### config.mk
export PLATFORM = sky130hd
export DESIGN_NAME = fg_dac_sequencer
export DESIGN_NICKNAME = d
export VERILOG_FILES = /design/src/rtl/fg_pkg.sv /design/src/rtl/fg_sample_fifo.sv /design/src/rtl/fg_dac_sequencer.sv
export SDC_FILE = /design/constraint.sdc
export NUM_CORES = 1
export LEC_CHECK = 0
export ABC_AREA = 1
export CAP_MARGIN = 20
export CORE_MARGIN = 1
export CORE_UTILIZATION = 30
export CTS_CLUSTER_SIZE = 12
export DETAILED_ROUTE_END_ITERATION = 8
export PLACE_DENSITY = 0.6
export RECOVER_POWER = 100
export SLEW_MARGIN = 20
export SYNTH_ARGS = -nofsm -noshare
export SYNTH_HDL_FRONTEND = slang
export SYNTH_SLANG_ARGS = --single-unit
### constraint.sdc
create_clock -name clk -period 2.67 [get_ports clk]
set_input_delay 0.6675 -clock clk [delete_from_list [all_inputs] [get_ports clk]]
set_output_delay 0.6675 -clock clk [all_outputs]
set_load 0.02 [all_outputs]
### src/rtl/fg_pkg.sv
// Shared definitions for the function-generator DAC sequencer: FSM state
// encoding, default timing constants and counter sizing helpers.
package fg_pkg;

  typedef enum logic [2:0] {
    ST_IDLE   = 3'd0,
    ST_SETUP  = 3'd1,
    ST_STROBE = 3'd2,
    ST_SETTLE = 3'd3,
    ST_CLEAR  = 3'd4
  } fg_state_e;

  localparam int unsigned FG_BITWIDTH        = 8;
  localparam int unsigned FG_SETUP_CYCLES    = 1;
  localparam int unsigned FG_WR_CYCLES       = 2;
  localparam int unsigned FG_SETTLE_BITWIDTH = 16;
  localparam int unsigned FG_CLR_CYCLES      = 2;

  function automatic int unsigned fg_max(input int unsigned a, input int unsigned b);
    return (a > b) ? a : b;
  endfunction

  // One shared down-counter times every phase, so it must hold the widest load.
  function automatic int unsigned fg_cnt_width(input int unsigned settle_w,
                                               input int unsigned max_cycles);
    return fg_max(settle_w, $clog2(max_cycles + 1));
  endfunction

endpackage

### src/rtl/fg_sample_fifo.sv
// Two-entry sample FIFO; a push while full is accepted only alongside a pop.
module fg_sample_fifo
  import fg_pkg::*;
#(
  parameter int unsigned WIDTH = FG_BITWIDTH
) (
  input  logic             clk,
  input  logic             rst_n,
  input  logic             flush_i,
  input  logic             push_i,
  input  logic [WIDTH-1:0] data_i,
  input  logic             pop_i,
  output logic [WIDTH-1:0] data_o,
  output logic             full_o,
  output logic             empty_o
);

  logic [WIDTH-1:0] mem_q [2];
  logic [WIDTH-1:0] mem_d [2];
  logic             rd_q, rd_d;
  logic             wr_q, wr_d;
  logic [1:0]       count_q, count_d;
  logic             do_pop_s, do_push_s;

  assign empty_o = (count_q == 2'd0);
  assign full_o  = (count_q == 2'd2);
  assign data_o  = mem_q[rd_q];

  // Pointer, storage and occupancy update; flush overrides push and pop
  always_comb begin
    mem_d     = mem_q;
    rd_d      = rd_q;
    wr_d      = wr_q;
    count_d   = count_q;
    do_pop_s  = pop_i && !empty_o;
    do_push_s = push_i && (!full_o || do_pop_s);
    if (flush_i) begin
      rd_d    = 1'b0;
      wr_d    = 1'b0;
      count_d = 2'd0;
    end else begin
      if (do_pop_s) begin
        rd_d = !rd_q;
      end else begin
        rd_d = rd_q;
      end
      if (do_push_s) begin
        mem_d[wr_q] = data_i;
        wr_d        = !wr_q;
      end else begin
        wr_d = wr_q;
      end
      if (do_push_s && !do_pop_s) begin
        count_d = count_q + 2'd1;
      end else if (do_pop_s && !do_push_s) begin
        count_d = count_q - 2'd1;
      end else begin
        count_d = count_q;
      end
    end
  end

  // FIFO registers
  always_ff @(posedge clk) begin
    if (!rst_n) begin
      mem_q[0] <= {WIDTH{1'b0}};
      mem_q[1] <= {WIDTH{1'b0}};
      rd_q     <= 1'b0;
      wr_q     <= 1'b0;
      count_q  <= 2'd0;
    end else begin
      mem_q    <= mem_d;
      rd_q     <= rd_d;
      wr_q     <= wr_d;
      count_q  <= count_d;
    end
  end

endmodule

### src/rtl/fg_dac_sequencer.sv
// Parallel-DAC write sequencer: buffers generator samples and issues each one
// with data setup, an active-low WR pulse and a programmable settle gap.
module fg_dac_sequencer
  import fg_pkg::*;
#(
  parameter int unsigned BITWIDTH        = FG_BITWIDTH,
  parameter int unsigned SETUP_CYCLES    = FG_SETUP_CYCLES,
  parameter int unsigned WR_CYCLES       = FG_WR_CYCLES,
  parameter int unsigned SETTLE_BITWIDTH = FG_SETTLE_BITWIDTH,
  parameter int unsigned CLR_CYCLES      = FG_CLR_CYCLES
) (
  input  logic                       clk,
  input  logic                       rst_n,
  input  logic                       enable_i,
  input  logic [BITWIDTH-1:0]        sample_i,
  input  logic                       sample_valid_i,
  input  logic [SETTLE_BITWIDTH-1:0] settle_i,
  input  logic                       clr_req_i,
  input  logic                       pd_req_i,
  output logic [BITWIDTH-1:0]        dac_data_o,
  output logic                       dac_wr_n_o,
  output logic                       dac_clr_n_o,
  output logic                       dac_pd_n_o,
  output logic                       busy_o,
  output logic                       overflow_o
);

  localparam int unsigned CNT_W =
    fg_cnt_width(SETTLE_BITWIDTH, fg_max(fg_max(SETUP_CYCLES, WR_CYCLES), CLR_CYCLES));
  localparam logic [CNT_W-1:0] CNT_ZERO = {CNT_W{1'b0}};
  localparam logic [CNT_W-1:0] CNT_ONE  = CNT_W'(1);
  localparam logic [CNT_W-1:0] SETUP_LD = CNT_W'(SETUP_CYCLES - 1);
  localparam logic [CNT_W-1:0] WR_LD    = CNT_W'(WR_CYCLES - 1);
  localparam logic [CNT_W-1:0] CLR_LD   = CNT_W'(CLR_CYCLES - 1);

  fg_state_e             state_q, state_d;
  logic [CNT_W-1:0]      cnt_q, cnt_d;
  logic [BITWIDTH-1:0]   data_q, data_d;
  logic                  wr_n_q, wr_n_d;
  logic                  clr_n_q, clr_n_d;
  logic                  pd_n_q, pd_n_d;
  logic                  busy_q, busy_d;
  logic                  ovf_q, ovf_d;
  logic                  clr_pend_q, clr_pend_d;

  logic                  pop_s, go_clear_s, flush_s, push_s, drop_s;
  logic [BITWIDTH-1:0]   fifo_data_s;
  logic                  fifo_full_s, fifo_empty_s;

  fg_sample_fifo #(.WIDTH(BITWIDTH)) u_fifo (
    .clk     (clk),
    .rst_n   (rst_n),
    .flush_i (flush_s),
    .push_i  (push_s),
    .data_i  (sample_i),
    .pop_i   (pop_s),
    .data_o  (fifo_data_s),
    .full_o  (fifo_full_s),
    .empty_o (fifo_empty_s)
  );

  // Sequencing FSM: each timed phase loads the counter with its length minus one
  always_comb begin
    state_d    = state_q;
    cnt_d      = cnt_q;
    data_d     = data_q;
    pop_s      = 1'b0;
    go_clear_s = 1'b0;
    case (state_q)
      ST_IDLE: begin
        if (clr_pend_q || clr_req_i) begin
          go_clear_s = 1'b1;
          state_d    = ST_CLEAR;
          cnt_d      = CLR_LD;
          data_d     = {BITWIDTH{1'b0}};
        end else if (enable_i && !fifo_empty_s) begin
          pop_s   = 1'b1;
          data_d  = fifo_data_s;
          state_d = ST_SETUP;
          cnt_d   = SETUP_LD;
        end else begin
          state_d = ST_IDLE;
        end
      end
      ST_SETUP: begin
        if (cnt_q == CNT_ZERO) begin
          state_d = ST_STROBE;
          cnt_d   = WR_LD;
        end else begin
          cnt_d = cnt_q - CNT_ONE;
        end
      end
      ST_STROBE: begin
        if (cnt_q != CNT_ZERO) begin
          cnt_d = cnt_q - CNT_ONE;
        end else if (settle_i == {SETTLE_BITWIDTH{1'b0}}) begin
          state_d = ST_IDLE;
        end else begin
          state_d = ST_SETTLE;
          cnt_d   = CNT_W'(settle_i) - CNT_ONE;
        end
      end
      ST_SETTLE, ST_CLEAR: begin
        if (cnt_q == CNT_ZERO) begin
          state_d = ST_IDLE;
        end else begin
          cnt_d = cnt_q - CNT_ONE;
        end
      end
      default: begin
        state_d = ST_IDLE;
        cnt_d   = CNT_ZERO;
      end
    endcase
  end

  // Buffer control, sticky overflow, deferred clear and next output values
  always_comb begin
    flush_s = !enable_i || go_clear_s || (state_q == ST_CLEAR);
    push_s  = sample_valid_i && !flush_s;
    drop_s  = push_s && fifo_full_s && !pop_s;
    if (go_clear_s || (state_q == ST_CLEAR)) begin
      ovf_d = 1'b0;
    end else begin
      ovf_d = ovf_q || drop_s;
    end
    if (go_clear_s) begin
      clr_pend_d = 1'b0;
    end else if (clr_req_i && (state_q != ST_IDLE)) begin
      clr_pend_d = 1'b1;
    end else begin
      clr_pend_d = clr_pend_q;
    end
    wr_n_d  = (state_d != ST_STROBE);
    clr_n_d = (state_d != ST_CLEAR);
    busy_d  = (state_d != ST_IDLE);
    pd_n_d  = !pd_req_i;
  end

  // State, counter and glitch-free output registers
  always_ff @(posedge clk) begin
    if (!rst_n) begin
      state_q    <= ST_IDLE;
      cnt_q      <= CNT_ZERO;
      data_q     <= {BITWIDTH{1'b0}};
      wr_n_q     <= 1'b1;
      clr_n_q    <= 1'b0;
      pd_n_q     <= 1'b1;
      busy_q     <= 1'b0;
      ovf_q      <= 1'b0;
      clr_pend_q <= 1'b0;
    end else begin
      state_q    <= state_d;
      cnt_q      <= cnt_d;
      data_q     <= data_d;
      wr_n_q     <= wr_n_d;
      clr_n_q    <= clr_n_d;
      pd_n_q     <= pd_n_d;
      busy_q     <= busy_d;
      ovf_q      <= ovf_d;
      clr_pend_q <= clr_pend_d;
    end
  end

  assign dac_data_o  = data_q;
  assign dac_wr_n_o  = wr_n_q;
  assign dac_clr_n_o = clr_n_q;
  assign dac_pd_n_o  = pd_n_q;
  assign busy_o      = busy_q;
  assign overflow_o  = ovf_q;

endmodule

==> impl_results.rst, run 1 <==
.. list-table::
   :header-rows: 1

   * - Metric
     - Value
   * - Number of port buffers
     - 42
   * - CP required
     - 2810 ps
   * - First-iteration detailed-routing DRC count
     - 157
   * - Sequential fraction of the synthesis area
     - 32.93%
   * - Vias per cell
     - 4.575
   * - Post-synth design cell area
     - between 3000 and 4000 um2
   * - Setup TNS Final
     - 0 ps
   * - Share of flip-flops with an asynchronous set or reset after synthesis
     - 0%
   * - Worst slew slack as a fraction of its limit
     - between 20% and 30%
   * - Number of buffers added to fix hold violations after cts
     - 0
   * - Cell area after layout
     - about 3900 um2
   * - Clock Root Buffer
     - clkbuf_8
   * - Share of post-route cells with drive strength above 1
     - 9.612%
   * - Worst reg-to-reg path cell count
     - 10
   * - Vias in the first global route
     - 2,888
   * - Master of the slowest instance on the critical path
     - dlygate4sd3_1
   * - Post-synthesis cell type count
     - 36
   * - Pwr dens
     - 739.9 nW/um2
   * - Synthesis-stage register bit count
     - 53
   * - Total placed cells including tap cells
     - 669
   * - Post-CTS clock slew at the launch and capture registers of the worst setup and hold paths
     - 110 ps
   * - Utilization after layout
     - 37.14%
   * - Initial Util
     - a little under a third
   * - Clock sink total
     - 53
   * - Destination of the worst hold path
     - dac_data_o[5]
   * - Chip Height
     - approximately 110 um
   * - Wire length of the first global-routing pass
     - 13,840 um
   * - Half-perimeter wire length after detailed placement
     - a little over 6000 um
   * - Final slew viol count
     - 0
   * - Setup repair after global routing missed its margin
     - no
   * - Setup Skew
     - approximately 15 ps
   * - Synth Net Count
     - 526
   * - Startpoint of the most critical hold path
     - dac_data_o[5]
   * - Setup slack of the worst register-to-register path
     - 330 ps
   * - Worst slack at placement
     - between 10 and 15 ps
   * - Clk pwr share
     - approximately 17%
   * - Number of antenna violations at the first check in global routing
     - 0
   * - Startpoint of the worst-slack reg-to-reg timing path
     - cnt_q[0]
   * - Placer congestion estimate
     - 0.8586
   * - Worst setup margin
     - 252.0 ps
   * - F_max
     - 413.6 MHz
   * - Yosys Warn Count
     - 0
   * - TritonCTS clock tree
     - done
   * - Hold/Removal Path Class
     - flip-flop to flip-flop
   * - Actual transition at the worst max-transition pin
     - between 1000 and 1500 ps
   * - Post CTS Setup Buffer Count
     - 0
   * - Capturing point of the worst reg2reg path
     - cnt_q[13]
   * - Net switching power figure
     - 1.274 mW
   * - Maximum ir drop on the vdd rail
     - 317.2 uV
   * - Most frequently used flop master after synthesis
     - dfxtp_1
   * - Total length of routed wires
     - just over 8000 um
   * - Number of remaining DRC errors
     - 0
   * - Outcome
     - completed
   * - Average detailed-routed wire length per instance
     - between 10 and 15 um
   * - Arrival time of data at the critical path endpoint
     - between 2000 and 3000 ps
   * - Worst hold path depth
     - 2
   * - Switching share of power
     - 44.71%
   * - Io pins
     - 43
   * - Total grt overflow
     - 0
   * - Area growth from synthesis to layout
     - 19.53%
   * - H-tree levels
     - 2
   * - Combinational share of power
     - 49.9%
   * - Max-capacitance violation count
     - 0
   * - Tightest hold margin
     - 462.1 ps
   * - Cell-internal power
     - around 1.6 mW
   * - Worst-path maximum fanout
     - 9
   * - Placement row count
     - 37
   * - Nets
     - 574
   * - CTS Buf Count
     - 5
   * - Routed via count
     - 3,097
   * - Syn Inst Count
     - 492
   * - Die Width
     - 105.6 um
   * - Startpoint type of the worst setup path
     - primary input
   * - Min Clock Period, post-route
     - 2418 ps
   * - Sequential share of power
     - 33.6%
   * - Diode count
     - 0
   * - All-Layer GR Usage
     - 15.32%
   * - Number of cells upsized or downsized after cts
     - 0
   * - Clock network latency to the later pin of the worst-skew pair
     - 320 ps
   * - Number of failing hold endpoints at the final stage
     - 0
   * - Overall power consumption
     - 2.850 mW
   * - Core area
     - between 10,000 and 15,000 um2
   * - Avg Inst Size Synth
     - 6.548 um2
   * - Delay of the slowest critical-path stage
     - 590 ps
   * - Placed Area
     - 3809 um2
   * - Crit end category
     - flip-flop
   * - Number of standard cells in the final layout excluding fillers
     - just under 700
   * - Die area
     - ~11,000 um2
   * - Period utilization
     - about nine tenths
   * - Most repeated library cell on the critical path
     - nand2_1
   * - Cell leakage power
     - 1.672 nW
   * - Max Buffers Root-to-Sink
     - 2
   * - Detailed Routing Iterations Pass 1
     - 4
   * - Crit path kind
     - primary input to flip-flop
   * - Cells along the critical path
     - dlygate4sd3_1 -> o21ai_0 -> nor2_1 -> nand2_2 -> nand3_2 -> nand2_4 -> clkinv_4 -> clkbuf_2 -> nand2_1 -> nand2_1 -> a21oi_1
   * - Number of enable flip-flop cells after synthesis
     - 0
   * - Pin count of the biggest net entering global routing
     - 33
   * - Post-route antenna net violation count
     - 0
   * - Count of final setup violators
     - 0
==> Yosys cell counts (5+ instances only) <==
cell	number	area [um2]
nor2_1	70	262.8
o21ai_0	14	70.07
xor2_1	12	105.1
nor3_1	8	40.04
xnor2_1	9	78.83
clkbuf_1	5	18.77
a21oi_1	32	160.2
nor2_2	7	43.79
nand2_2	6	37.54
a21oi_2	9	78.83
nand2_1	167	626.9
nand3_1	29	145.1
inv_2	7	26.28
inv_1	29	108.9
dfxtp_1	53	1061
==> placed cells by master, fill, tap and decap left out, types with 7 or more instances in the layout <==
cell               n
o21ai_0           14
a21oi_2            9
dfxtp_1           53
nand2_1          168
nor2_2             7
dlygate4sd3_1     15
nor3_1             8
xnor2_1            9
a21oi_1           32
xor2_1            12
inv_1             31
nand3_1           29
clkdlybuf4s50_1   27
nor2_1            73
==> critical path, delay by kind of cell <==
| kind | cells | cell delay (ps) |
|---|---|---|
| buffers and inverters | 3 | 840 |
| AO/OA/AOI/OAI | 2 | 240 |
| AND/OR/NAND/NOR | 6 | 800 |
==> logic make-up (layout without fill, tap and decap cells) <==
group / count (synthesis) / count (layout) / share of synthesized area (%)
AND/OR/NAND/NOR: 306 / 306 / 42.33
AO/OA/AOI/OAI: 60 / 60 / 10.80
flip-flops: 53 / 53 / 32.93
buffers and inverters: 48 / 97 / 6.680
XOR/XNOR: 21 / 21 / 5.709
adder cells (fa/ha/maj): 4 / 4 / 1.553
==> registers in the layout (all words and copies together), names as in the netlist, 2 cells and up <==
| signal | flops |
|---|---|
| cnt_q | 16 |
| u_fifo.mem_q | 16 |
| u_fifo.count_q | 2 |
| dac_data_o | 8 |
| state_q | 3 |
==> power by group through the flow <==
stage	clock network (mW)	registers [mW]	logic, mW
after floorplan	0	0.969	1.17
after global placement	0	0.976	1.45
after detailed placement	0	0.976	1.45
after CTS	0.486	0.959	1.46
after global routing	0.523	0.972	1.63
final	0.470	0.958	1.42
==> layer usage <==
layer / share of wire (%) / routed length (um) / GRT usage [%] / up-vias
li1: - / - / - / 1660
met1: 52 / 4168 / 21.63 / 1386
met2: 44 / 3524 / 24.62 / 45
met3: 3.6 / 288 / 2.165 / 6
met4: 0.91 / 73 / 3.472 / 0
met5: 0 / 0 / 0 / -
==> area by class of cell <==
| type | count | area (um2) |
|---|---|---|
| clock buffers | 5 | 68.82 |
| clock inverters | 3 | 22.52 |
| fillers | 1171 | 6519 |
| inverters | 39 | 151.4 |
| multi-input cells | 391 | 1907 |
| flip-flops and latches | 53 | 1061 |
| well taps | 136 | 170.2 |
| repair buffers | 50 | 470.5 |
==> worst max-delay path by stage <==
stage / from / to / slack [ps] / cells past startpoint
finish: enable_i / u_fifo.mem_q[11] / 250 / 11
global route: clr_req_i / u_fifo.mem_q[11] / 90 / 12
CTS: clr_req_i / u_fifo.count_q[1] / 340 / 13
detailed placement: clr_req_i / u_fifo.count_q[1] / 10 / 13
global placement: clr_req_i / u_fifo.count_q[1] / 60 / 13
floorplan: clr_req_i / u_fifo.count_q[1] / 540 / 12
Power figures use the tool's default switching activity.
==> inputs of run 2 (changes only) <==
CORE_UTILIZATION = 55   (was 30)
MAX_ROUTING_LAYER = met4   (was not set)
PLACE_DENSITY = 0.82   (was 0.6)
==> run 2 against run 1 <==
Against the previous run:
- total power up 4.6%
- via count up 6.0%
- sequential share of layout area up 0.62 points
- critical endpoint is now u_fifo.mem_q[3]
==> impl_results.rst, run 2 (same netlist as run 1, synthesis figures left out) <==
.. list-table::
   :header-rows: 1

   * - Metric
     - Value
   * - Outcome
     - completed
   * - First-iteration detailed-routing DRC count
     - 202
   * - Setup TNS Final
     - 0 ps
   * - Area growth from synthesis to layout
     - 16.89%
   * - Commonest non-fill, non-tap cells in the layout
     - 167 x nand2_1, 73 x nor2_1, 53 x dfxtp_1, 36 x a21oi_1, 30 x inv_1
   * - Worst setup path startpoint
     - clr_req_i
   * - Max-capacitance violation count
     - 0
   * - Hold/Removal Path Class
     - flip-flop to flip-flop
   * - Actual transition at the worst max-transition pin
     - 960.7 ps
   * - Met3 Track Usage GR
     - 4.767%
   * - Chip Height
     - 78.54 um
   * - Cells along the critical path
     - clkdlybuf4s50_1 -> nor2_2 -> nor2_2 -> nor2_2 -> nand2_1 -> nor2_1 -> nand2_4 -> nor2_1 -> inv_2 -> nor2_1 -> nor2_1
   * - Worst slack at placement
     - -25.31 ps
   * - Die Width
     - 78.54 um
   * - Most repeated library cell on the critical path
     - nor2_1
   * - Met1 Resource Use GR
     - 35.47%
   * - Maximum ir drop on the vdd rail
     - 492.4 uV
   * - Number of remaining DRC errors
     - 0
   * - TritonCTS clock tree
     - done
   * - Number of antenna violations at the first check in global routing
     - 0
   * - Period utilization
     - 92.02%
   * - Clock network latency to the later pin of the worst-skew pair
     - 320 ps
   * - Number of standard cells in the final layout excluding fillers
     - 610
   * - Clock Root Buffer
     - clkbuf_8
   * - Number of failing hold endpoints at the final stage
     - 0
   * - Total length of routed wires
     - 8009 um
   * - Post CTS Setup Buffer Count
     - 0
   * - Placer congestion estimate
     - 0.9403
   * - Crit path buffers/inverters
     - 2
   * - Startpoint of the worst-slack reg-to-reg timing path
     - cnt_q[0]
   * - All-Layer GR Usage
     - between 20% and 30%
   * - Worst setup margin
     - ~210 ps
   * - Detailed Routing Iterations Pass 1
     - 5
   * - Fill cells
     - 516
   * - Crit end category
     - flip-flop
   * - Count of final setup violators
     - 0
   * - Delay of the slowest critical-path stage
     - about 480 ps
   * - Family with the most delay on the worst path
     - simple AND/OR/NAND/NOR gates
   * - Min Clock Period, post-route
     - 2457 ps
   * - H-tree levels
     - 2
   * - CP required
     - 2880 ps
   * - Met2 routing resource usage after global routing
     - 45.65%
   * - Core area
     - approximately 5600 um2
   * - Cell leakage power
     - 1.669 nW
   * - Crit path kind
     - primary input to flip-flop
   * - CTS Buf Count
     - 5
   * - Commonest non-fill, non-tap cell in the layout
     - nand2_1
   * - Diode count
     - 0
   * - Clock sink total
     - between 50 and 60
   * - GRT Max-Usage Layer
     - met2
   * - Master of the slowest instance on the critical path
     - nor2_1
   * - Clk pwr share
     - 19.1%
   * - Nets
     - roughly 570
   * - Setup repair after global routing missed its margin
     - no
   * - F_max
     - 407.0 MHz
   * - Post-CTS clock slew at the launch and capture registers of the worst setup and hold paths
     - 100 ps
   * - Vias per cell
     - between 5 and 6
   * - Number of port buffers
     - 42
   * - Total grt overflow
     - 0
   * - Setup Skew
     - 11.39 ps
   * - Total placed cells including tap cells
     - roughly 600
   * - Pin count of the biggest net entering global routing
     - 26
   * - Cell-internal power
     - approximately 1.7 mW
   * - Switching share of power
     - around 44%
   * - Placement row count
     - 27
   * - Net switching power figure
     - 1.316 mW
   * - Half-perimeter wire length after detailed placement
     - 5998 um
   * - Sequential share of power
     - 32.3%
   * - Startpoint of the most critical hold path
     - dac_data_o[0]
   * - Pwr dens
     - 791.7 nW/um2
   * - Number of buffers added to fix hold violations after cts
     - 0
   * - Number of cells upsized or downsized after cts
     - 0
   * - Startpoint type of the worst setup path
     - primary input
   * - Worst-path maximum fanout
     - 9
   * - Combinational share of power
     - 48.6%
   * - Share of post-route cells with drive strength above 1
     - 8.550%
   * - Io pins
     - 43
   * - Worst slew slack as a fraction of its limit
     - 35.88%
   * - Wire length of the first global-routing pass
     - between 10,000 and 15,000 um
   * - Die area
     - 6168 um2
   * - Average detailed-routed wire length per instance
     - 13.13 um
   * - Post-route antenna net violation count
     - 0
   * - Arrival time of data at the critical path endpoint
     - ~2700 ps
   * - Initial Util
     - 57.80%
   * - Final slew viol count
     - 0
   * - Max Buffers Root-to-Sink
     - 2
   * - Routed via count
     - 3,282
   * - Vias in the first global route
     - 2,871
## run 2: cell count changes in the layout (fill, tap and decap cells not counted), sizes merged
cell and change:
buf -3, bufinv +1, clkinv -2, inv +1
## run 2: per-layer routing
layer	vias up	part of all wire [%]
met3	15	6.1
met1	1510	44
met5	-	0
met4	0	1.4
li1	1648	-
met2	109	48
## run 2: area by class of cell
cell class	count	area (um2)	area share (%)
clock buffers	5	68.82	1.827
repair buffers	47	446.7	11.86
multi-input cells	391	1904	50.56
clock inverters	3	43.79	1.163
well taps	72	90.09	2.392
flip-flops and latches	53	1061	28.17
inverters	39	151.4	4.020
## run 2: metrics by stage
step | util [%] | total power, mW | hold slack, ps | instance area, um2
2_1_floorplan | - | 2.135 | 439.6 | 3222
3_3_place_gp | 66.49 | 2.395 | 449.1 | 3706
3_5_place_dp | 66.49 | 2.429 | 451.0 | 3706
4_1_cts | 68.51 | 3.001 | 465.8 | 3819
5_1_grt | 67.56 | 3.219 | 480.5 | 3766
6_report | 67.56 | 2.982 | 458.9 | 3766
## run 2: final timing paths
check	slack (ps)	cells past startpoint	end
max	210	11	u_fifo.mem_q[3]
min	460	2	dac_data_o[0]
max reg2reg	440	10	cnt_q[13]
min reg2reg	460	2	dac_data_o[0]
## run 2: power groups by stage
stage / combinational, mW / clock [mW] / sequential (mW)
2_1_floorplan: 1.17 / 0 / 0.969
3_3_place_gp: 1.42 / 0 / 0.977
3_5_place_dp: 1.45 / 0 / 0.978
4_1_cts: 1.46 / 0.577 / 0.962
5_1_grt: 1.63 / 0.609 / 0.975
6_report: 1.45 / 0.569 / 0.962
## run 2: worst register-to-register path, delay by kind of cell, from the launching register on
family,cells,cell delay [ps]
adder cells (fa/ha/maj),1,230
AND/OR/NAND/NOR,7,1280
flip-flops,1,390
buffers and inverters,1,130
AO/OA/AOI/OAI,1,120
